**src/rtl/instr_dcd_pkg.sv**
```systemverilog
// Shared definitions for the burst-capable SPI instruction decoder.
package instr_dcd_pkg;

    typedef enum logic [2:0] {
        S_HDR,
        S_FETCH,
        S_DATA,
        S_WR,
        S_DONE
    } state_t;

    localparam int HDR_RW     = 7;
    localparam int HDR_BURST  = 6;
    localparam int HDR_ADDR_W = 6;

endpackage

```
**src/rtl/byte_word_pack.sv**
```systemverilog
// Register word holder: parallel load for reads, MSB-first byte shift-in for writes,
// and a byte selector (index 0 = most significant byte) feeding the SPI output byte.
module byte_word_pack #(
    parameter int DATA_BYTES = 1
) (
    input  logic                      clk,
    input  logic                      rst,
    input  logic                      i_load,
    input  logic [8*DATA_BYTES-1:0]   i_load_word,
    input  logic                      i_shift,
    input  logic [7:0]                i_byte,
    input  logic [1:0]                i_sel,
    output logic [8*DATA_BYTES-1:0]   o_word,
    output logic [7:0]                o_sel_byte
);

    localparam int DW = 8 * DATA_BYTES;

    logic [DW-1:0] r_word;

    always_ff @(posedge clk) begin
        if (rst) begin
            r_word <= '0;
        end else if (i_load) begin
            r_word <= i_load_word;
        end else if (i_shift) begin
            r_word <= DW'({r_word, i_byte});
        end
    end

    always_comb begin
        o_sel_byte = '0;
        for (int b = 0; b < DATA_BYTES; b++) begin
            if (i_sel == 2'(DATA_BYTES - 1 - b)) begin
                o_sel_byte = r_word[8*b +: 8];
            end
        end
    end

    assign o_word = r_word;

endmodule

```
**src/rtl/instr_dcd_burst.sv**
```systemverilog
// SPI byte stream to register read/write strobes, 1..4 byte words, auto-increment bursts.
// States: S_HDR header wait | S_FETCH read strobe | S_DATA word bytes | S_WR write strobe | S_DONE wait for cs_n.
module instr_dcd_burst
    import instr_dcd_pkg::*;
#(
    parameter int ADDR_W     = 6,
    parameter int DATA_BYTES = 1
) (
    input  logic                      clk,
    input  logic                      rst,
    input  logic                      cs_n,
    input  logic                      byte_sync,
    input  logic [7:0]                data_in,
    output logic [7:0]                data_out,
    output logic                      read,
    output logic                      write,
    output logic [ADDR_W-1:0]         addr,
    input  logic [8*DATA_BYTES-1:0]   data_read,
    output logic [8*DATA_BYTES-1:0]   data_write,
    output logic                      overrun
);

    localparam int         DW   = 8 * DATA_BYTES;
    localparam logic [1:0] LAST = 2'(DATA_BYTES - 1);

    state_t              r_state;
    state_t              w_state_nxt;
    logic [1:0]          r_cnt;
    logic [1:0]          w_cnt_nxt;
    logic                r_rw;
    logic                r_burst;
    logic [ADDR_W-1:0]   r_addr;
    logic [7:0]          r_data_out;
    logic                r_overrun;

    logic                w_byte;
    logic                w_hdr_load;
    logic                w_addr_inc;
    logic                w_load;
    logic                w_shift;
    logic                w_dout_next;
    logic                w_ovr;
    logic [7:0]          w_sel_byte;
    logic [DW-1:0]       w_word;

    assign w_byte = byte_sync & ~cs_n;

    always_comb begin
        w_state_nxt = r_state;
        w_cnt_nxt   = r_cnt;
        w_hdr_load  = 1'b0;
        w_addr_inc  = 1'b0;
        w_load      = 1'b0;
        w_shift     = 1'b0;
        w_dout_next = 1'b0;
        w_ovr       = 1'b0;
        case (r_state)
            S_HDR: begin
                if (w_byte) begin
                    w_hdr_load  = 1'b1;
                    w_cnt_nxt   = 2'd0;
                    w_state_nxt = data_in[HDR_RW] ? S_DATA : S_FETCH;
                end
            end
            S_FETCH: begin
                w_load      = 1'b1;
                w_ovr       = w_byte;
                w_cnt_nxt   = 2'd0;
                w_state_nxt = S_DATA;
            end
            S_DATA: begin
                if (w_byte) begin
                    w_shift = r_rw;
                    if (r_cnt == LAST) begin
                        w_cnt_nxt = 2'd0;
                        if (r_rw) begin
                            w_state_nxt = S_WR;
                        end else if (r_burst) begin
                            w_addr_inc  = 1'b1;
                            w_state_nxt = S_FETCH;
                        end else begin
                            w_state_nxt = S_DONE;
                        end
                    end else begin
                        w_dout_next = ~r_rw;
                        w_cnt_nxt   = r_cnt + 2'd1;
                    end
                end
            end
            S_WR: begin
                w_ovr = w_byte;
                if (r_burst) begin
                    w_addr_inc  = 1'b1;
                    w_state_nxt = S_DATA;
                end else begin
                    w_state_nxt = S_DONE;
                end
            end
            S_DONE: begin
                w_state_nxt = S_DONE;
            end
            default: begin
                w_state_nxt = S_HDR;
                w_cnt_nxt   = 2'd0;
            end
        endcase
        // Deselect aborts the frame; a strobe already in flight this cycle still goes out.
        if (cs_n) begin
            w_state_nxt = S_HDR;
            w_cnt_nxt   = 2'd0;
            w_addr_inc  = 1'b0;
        end
    end

    always_ff @(posedge clk) begin
        if (rst) begin
            r_state    <= S_HDR;
            r_cnt      <= 2'd0;
            r_rw       <= 1'b0;
            r_burst    <= 1'b0;
            r_addr     <= '0;
            r_data_out <= 8'h00;
            r_overrun  <= 1'b0;
        end else begin
            r_state   <= w_state_nxt;
            r_cnt     <= w_cnt_nxt;
            r_overrun <= w_ovr;
            if (w_hdr_load) begin
                r_rw    <= data_in[HDR_RW];
                r_burst <= data_in[HDR_BURST];
                r_addr  <= data_in[ADDR_W-1:0];
            end else if (w_addr_inc) begin
                r_addr <= r_addr + ADDR_W'(1);
            end
            if (w_load) begin
                r_data_out <= data_read[DW-1 -: 8];
            end else if (w_dout_next) begin
                r_data_out <= w_sel_byte;
            end
        end
    end

    byte_word_pack #(
        .DATA_BYTES (DATA_BYTES)
    ) u_pack (
        .clk         (clk),
        .rst         (rst),
        .i_load      (w_load),
        .i_load_word (data_read),
        .i_shift     (w_shift),
        .i_byte      (data_in),
        .i_sel       (r_cnt + 2'd1),
        .o_word      (w_word),
        .o_sel_byte  (w_sel_byte)
    );

    assign data_out   = r_data_out;
    assign read       = (r_state == S_FETCH);
    assign write      = (r_state == S_WR);
    assign addr       = r_addr;
    assign data_write = w_word;
    assign overrun    = r_overrun;

endmodule

```
**config.mk**
```make
export PLATFORM = sky130hd
export DESIGN_NAME = instr_dcd_burst
export DESIGN_NICKNAME = d
export VERILOG_FILES = /design/src/rtl/instr_dcd_pkg.sv /design/src/rtl/byte_word_pack.sv /design/src/rtl/instr_dcd_burst.sv
export SDC_FILE = /design/constraint.sdc
export NUM_CORES = 1
export LEC_CHECK = 0
export CORE_MARGIN = 3
export CORE_UTILIZATION = 47
export DETAILED_ROUTE_END_ITERATION = 8
export PLACE_DENSITY = 0.83
export SLEW_MARGIN = 5
export SYNTH_ARGS = -nofsm -noshare
export SYNTH_HDL_FRONTEND = slang
export SYNTH_SLANG_ARGS = --single-unit
```
**constraint.sdc**
```tcl
create_clock -name clk -period 2.3 [get_ports clk]
set_input_delay 0.23 -clock clk [delete_from_list [all_inputs] [get_ports clk]]
set_output_delay 0.23 -clock clk [all_outputs]
set_load 0.03 [all_outputs]
```
==> impl_metrics.csv <==
group,metric,value,unit
cells_and_area,fill_cells,266,
floorplanning,die_w,64.1,µm
clock_network,hold_buffers,0,
sta,tightest_slew,654,ps
sta,layout_min_cycle_time,2070,ps
worst_hold_path,min_from,"data_in[5]",
sta,finalCritPeriodShare,89.9,%
worst_setup_path,ff2ff_path_depth,4,
synth,ys_seq_area_share,37.9,%
worst_setup_path,worstPathCellList,"nor3b_2 -> clkdlybuf4s50_1",
pwr,power_density,561,nW/µm²
place,place.gp.congestion,0.807,
worst_hold_path,hold_end,"addr[5]$_SDFFE_PP0P_",
worst_setup_path,critical-path-top-delay-family,"buffers and inverters",
synth,synth_edf_count,0,
sta,finalClockSkew,6.32,ps
synth,yosys_register_bits,30,
synth,async_reset_ff_share,0,%
synth,synth_xor_area_share,0.553,%
route,ant_nets,0,
worst_setup_path,r2r-start,"r_state[2]$_SDFFE_PP0P_",
place,dp_hpwl,2.91,mm
global_routing,grt_first_pass_wirelength,6.82,mm
global_routing,first_global_vias,1486,
route,drt_iter0_markers,125,
worst_setup_path,cpPeakStageDelay,740,ps
worst_setup_path,reg2reg_slack,440,ps
sta,tns,0,ps
sta,holdWs,488,ps
clock_network,cts-root-buf,"clkbuf_4",
place,port_buffers,44,
floorplanning,die_h,64.1,µm
synth,synth-simple-area-share,23.6,%
route,wl_per_cell,14.2,µm
pwr,power.net_switching,0.329,mW
cells_and_area,final_common_cell,"clkdlybuf4s50_1",
worst_setup_path,arrival,1840,ps
global_routing,antenna_found_initial,0,
worst_setup_path,crit_slowest_cell,"clkdlybuf4s50_1",
global_routing,grt-ovfl-total,0,
floorplanning,std_cell_rows,20,
worst_setup_path,cp.buffers_inverters,1,
clock_network,cts_buffers,5,
synth,avgSynthCellArea,8.43,µm²
worst_setup_path,worst_setup_path_end_kind,"output port",
route,drc_errors,0,
floorplanning,start_util,50.6,%
worst_setup_path,crit_start,"r_state[0]$_SDFFE_PP0P_",
cells_and_area,fin_nets,257,
pwr,seqPwrFrac,46.9,%
cells_and_area,num_antenna_cells,0,
sta,fin_ws,233,ps
sta,rsz0062_at_grt,"no",
run,max-cap-violations,0,
pwr,p_int,0.872,mW
floorplanning,core,3130,µm²
sta,finalSetupViolCount,0,
floorplanning,die-area,4100,µm²
worst_setup_path,required,2070,ps
cells_and_area,drive_gt1_share,11.1,%
worst_hold_path,hp-class,"primary input to register",
pwr,p_comb_share,18.4,%
synth,synth_fa_ha_area_share,3.16,%
cells_and_area,area_growth,35.2,%
sta,slew_headroom,56.2,%
synth,synth_fp_nets,212,
global_routing,track_usage,20.9,%
worst_setup_path,r2r_end,"addr[1]$_SDFFE_PP0P_",
global_routing,grt_max_degree,20,
synth,synth_cell_types,43,
synth,ys.flop_type,"dfxtp_1",
sta,maxSlewViolCount,0,
clock_network,htree_levels,2,
place,place_inst,270,
clock_network,cts_tree,"done",
sta,max_freq,484,MHz
pwr,p_leak,0.761,nW
worst_setup_path,start_kind,"register",
worst_setup_path,critical_path_peak_fanout,13,
route,dr.pass1.iters,4,
route,wl,3.94,mm
clock_network,clk_latency,330,ps
cells_and_area,final_cell_mix,"clkdlybuf4s50_1 (44), dfxtp_1 (29), nor2_1 (24)",
route,vias_per_cell,5.56,
synth,synth-compound-area-share,22.7,%
outcome,outcome,"complete, no violations",
route,vias,1545,
cells_and_area,instances_no_fill,278,
clock_network,clock-sinks,30,
synth,synth_top_family_by_area,"simple AND/OR/NAND/NOR gates",
cells_and_area,utilization,68.5,%
synth,synthCells,188,
pwr,swShare,27.4,%
synth,yosys_warnings,0,
place,place_ws,200,ps
synth,netlist_area,1580,µm²
pwr,max-vdd-ir-drop,0.364,mV
pwr,power.share.clock,34.7,%
clock_network,clkSlewWorstSetupHoldPaths,100,ps
synth,muxShareOfSynthArea,5.77,%
clock_network,clock_path_buffers,2,
sta,finalHoldViolations,0,
floorplanning,ios,45,
worst_setup_path,critPathKind,"register to output port",
worst_hold_path,hold_depth,3,
==> worst max-delay path by stage <==
stage | end | cells past startpoint
4_1_cts | read | 2
3_5_place_dp | addr[1]$_SDFFE_PP0P_ | 5
2_1_floorplan | addr[1]$_SDFFE_PP0P_ | 5
5_1_grt | write | 3
3_3_place_gp | addr[1]$_SDFFE_PP0P_ | 5
6_report | read | 2
==> sequential cells by signal, summed over array words and instances (netlist names) <==
| signal | count |
|---|---|
| r_burst | 1 |
| r_state | 3 |
| data_out | 8 |
| u_pack.o_word | 8 |
| addr | 6 |
| overrun | 1 |
| r_cnt | 2 |
| r_rw | 1 |
==> cell families after synthesis <==
logic type                 count (synthesis)
AOI/OAI and AO/OA                         51
DFF                                       30
buffers and inverters                     20
muxes                                      9
and+or+nand+nor                           73
xor gates and xnor gates                   1
adders and majority gates                  4
==> metal layers <==
metal	global-route usage, %	vias to the layer above	part of all wire [%]
li1	-	783	-
met3	4.57	5	6.0
met2	32.9	62	45
met4	9.70	0	1.3
met5	0	-	0
met1	27.1	695	47
==> worst register-to-register path, cell delays in order (launching register included) <==
cell     delay, ps
dfxtp_1        430
or4b_4         580
nor2_2         130
mux2_2         340
o311a_1        280
==> synth_stat cells (2+ instances only) <==
master | count | area share [%]
nor3_1 | 12 | 3.8
mux2i_1 | 8 | 5.1
nor2_1 | 24 | 5.7
a21oi_1 | 6 | 1.9
o211ai_1 | 3 | 1.4
nor2b_1 | 2 | 0.79
a211oi_1 | 10 | 4.7
a31oi_1 | 3 | 1.2
and2_1 | 2 | 0.79
dfxtp_1 | 30 | 38
o22ai_1 | 2 | 0.79
nand2_1 | 12 | 2.8
a31o_2 | 2 | 1.1
buf_4 | 4 | 1.9
buf_2 | 2 | 0.63
nand3b_1 | 2 | 0.95
inv_1 | 7 | 1.7
ha_1 | 4 | 3.2
buf_1 | 2 | 0.47
o21ai_0 | 11 | 3.5
nand3_1 | 7 | 2.2
and3_1 | 2 | 0.79
clkbuf_1 | 4 | 0.95
a221oi_1 | 8 | 4.4
==> through the flow <==
| stage | instance area, µm² | total power [mW] |
|---|---|---|
| global route | 2140 | 1.27 |
| global placement | 2060 | 0.791 |
| CTS | 2140 | 1.21 |
| finish | 2140 | 1.20 |
| detailed placement | 2060 | 0.794 |
| floorplan | 1580 | 0.697 |
==> power groups by stage <==
stage / clock network [mW] / logic, mW / registers (mW)
after floorplan: 0 / 0.0942 / 0.602
after global placement: 0 / 0.218 / 0.573
after detailed placement: 0 / 0.220 / 0.574
after CTS: 0.430 / 0.221 / 0.562
after global routing: 0.462 / 0.239 / 0.567
final: 0.417 / 0.221 / 0.563
==> layout make-up <==
type | count | area (µm²) | share of cell area [%]
clock buffer | 5 | 37.5 | 1.75
clock inverter | 3 | 40.0 | 1.87
inverter | 7 | 26.3 | 1.23
multi-input combinational | 138 | 888 | 41.5
sequential | 30 | 602 | 28.1
tap | 44 | 55.1 | 2.57
timing repair buffer | 51 | 493 | 23.0
==> timing repair <==
action                                  4_1_cts  5_1_grt
gates resized for setup                       0        1
endpoints found under the setup margin        0        2
setup buffers                                 0        0
No activity file was read; power rests on OpenSTA's default activity.
==> RTL change, RTL diff (config.mk and constraints unchanged) <==
Re-encode `state_t` (5 states) as one-hot, 5 bits wide.
--- a/src/rtl/instr_dcd_pkg.sv
+++ b/src/rtl/instr_dcd_pkg.sv
@@ -1,12 +1,12 @@
 // Shared definitions for the burst-capable SPI instruction decoder.
 package instr_dcd_pkg;
 
-    typedef enum logic [2:0] {
-        S_HDR,
-        S_FETCH,
-        S_DATA,
-        S_WR,
-        S_DONE
+    typedef enum logic [4:0] {
+        S_HDR   = 5'b00001,
+        S_FETCH = 5'b00010,
+        S_DATA  = 5'b00100,
+        S_WR    = 5'b01000,
+        S_DONE  = 5'b10000
     } state_t;
 
     localparam int HDR_RW     = 7;
Check against the original RTL: no difference found for any inputs over 10 cycles, from zero or initial values and one cycle with rst high; not proved beyond that.
==> RTL change against the unedited design <==
  * Sequential cell count rose by 2
  * Worst setup slack got worse by 68 ps
  * Total power fell by 2.6%
  * Design area rose by 6.3%
  * Area after synthesis rose by 10%
  * Core utilization fell by 2.9 points
  * Fmax fell by 3.2%
  * Cell count rose by 3.6%
  * Wire length rose by 12%
==> RTL change: results (changes against the unedited design) <==
| Metric | Value |
|---|---|
| Placer congestion estimate | `0.9442 (+17%)` |
| Wirelength per Cell | `15.25 um (+7.8%)` |
| Largest cells by area after synthesis | `dfxtp_1 37%, a211oi_1 9.9%, nor2_1 6.2%` |
| M1 WL | `2026 um (+8.7%)` |
| Vias in the first global route | `1514 (+1.9%)` |
| Clk buf depth | `2 (unchanged)` |
| First-pass GRT wire length | `7245 um (+6.2%)` |
| Hold Path Class | `register to register` |
| Hold_sp | `data_out[5]$_SDFFE_PP0P_` |
| Pre-CTS setup slack | `393.7 ps (+194.2 ps)` |
| Clk pin slew, worst setup/hold paths | `60 ps (-40 ps)` |
| Leakage power | `0.0007829 uW (+2.9%)` |
| Status | `finished clean` |
| Clock skew | `2.337 ps (-3.986 ps)` |
| Yosys warns | `0 (unchanged)` |
| CTS root buf | `clkbuf_8` |
| CP max stage delay | `670 ps (-70 ps)` |
| Peak supply drop | `0.3773 mV (+3.7%)` |
| Via count | `1597 (+3.4%)` |
| Hold depth | `2 (-1)` |
| Initial drt markers | `131 (+4.8%)` |
| Syn nets | `224 (+5.7%)` |
| Hold Path Sink | `data_out[5]$_SDFFE_PP0P_` |
| Met2 Routed Length | `2075 um (+17%)` |
| Met3 wire length | `249 um (+4.6%)` |
| Part of the cycle the worst path needs | `0.9285 (+0.02975)` |
| Largest net degree at the start of global routing | `27 (+35%)` |
| Seq/Total Area, Yosys | `0.3665 (-0.01265)` |
| Share of cells above drive strength 1 | `0.07438 (-0.03673)` |
| Launching point of the worst reg2reg path | `r_state[4]$_SDFFE_PP0P_` |
| R2R Path End | `r_state[4]$_SDFFE_PP0P_` |
| Post-synth top cells | `32 x dfxtp_1, 29 x nor2_1, 23 x a211oi_1, 16 x a21oi_1, 10 x and3_1` |
| Post-DP HPWL | `3182 um (+9.5%)` |
| Clk Latency, worst-skew pair | `280 ps (-50 ps)` |
| Worst EP arrival | `1910 ps (+70 ps)` |
| Layout Nets | `266 (+3.5%)` |
| Worst R2R Setup Slack | `420 ps (-20 ps)` |
| Gr usage total | `0.2140 (+0.004784)` |
| Worst Path Max Fanout | `10 (-3)` |
-- RTL change: cell count changes after synthesis, moves of 7 or more --
cell      unedited run  this run
a21oi_1              6        16
nor3_1              12         1
a221oi_1             8         1
o21ai_0             11         2
and3_1               2        10
a211oi_1            10        23
-- RTL change: worst max path at each step --
| stage | startpoint | end | slack [ps] | depth (start not counted) |
|---|---|---|---|---|
| after floorplan | r_state[3]$_SDFFE_PP0P_ | r_state[2]$_SDFFE_PP0P_ | 640 | 5 |
| after global placement | cs_n | addr[1]$_SDFFE_PP0P_ | 440 | 6 |
| after global routing | r_state[2]$_SDFFE_PP0P_ | read | 80 | 4 |
| final | r_state[4]$_SDFFE_PP0P_ | read | 160 | 4 |
| after CTS | r_state[4]$_SDFFE_PP0P_ | read | 160 | 4 |
| after detailed placement | cs_n | addr[1]$_SDFFE_PP0P_ | 390 | 6 |
-- RTL change: critical path: cells and delay by family (launching register included) --
family | cells | cell delay [ps]
buffers and inverters | 2 | 770
flip-flops | 1 | 440
AND/OR/NAND/NOR | 2 | 420
-- RTL change: kinds of logic after synthesis --
family	synth area share
multiplexers	0.05154
buffers and inverters	0.07874
flip-flops	0.3665
XOR/XNOR	0.03006
adder cells (fa/ha/maj)	0.02863
AO/OA/AOI/OAI	0.2248
AND/OR/NAND/NOR	0.2198
-- RTL change: per-layer routing --
metal | global-route usage | vias up
li1 | - | 808
met1 | 0.2919 | 723
met2 | 0.3342 | 62
met3 | 0.04384 | 4
met4 | 0.07089 | 0
met5 | 0 | -
-- RTL change: report_power, final --
part	internal (uW)	switching [uW]	leakage, uW
combinational	63.8	64.1	0.000473
sequential	565	14.7	0.000259
clock	266	195	0.0000503
total	895	274	0.000783
-- RTL change: final cells by class --
type	count	area [sq um]
clock buffer	7	96.34
fill	313	1192
inverter	9	33.78
multi-input combinational	145	969.7
sequential	32	640.6
tap	46	57.56
timing repair buffer	49	478.0
-- RTL change: through the flow --
| step | cells | instance area, sq um | hold slack (ps) | utilization | total power, uW |
|---|---|---|---|---|---|
| after floorplan | 200 | 1748 | 377.5 | - | 653.2 |
| after CTS | 288 | 2276 | 499.7 | 0.6562 | 1182 |
| after global placement | 281 | 2180 | 489.2 | 0.6284 | 718.6 |
| after global routing | 288 | 2276 | 518.2 | 0.6562 | 1212 |
| after detailed placement | 281 | 2180 | 490.9 | 0.6284 | 718.4 |
| final | 288 | 2276 | 496.9 | 0.6562 | 1169 |
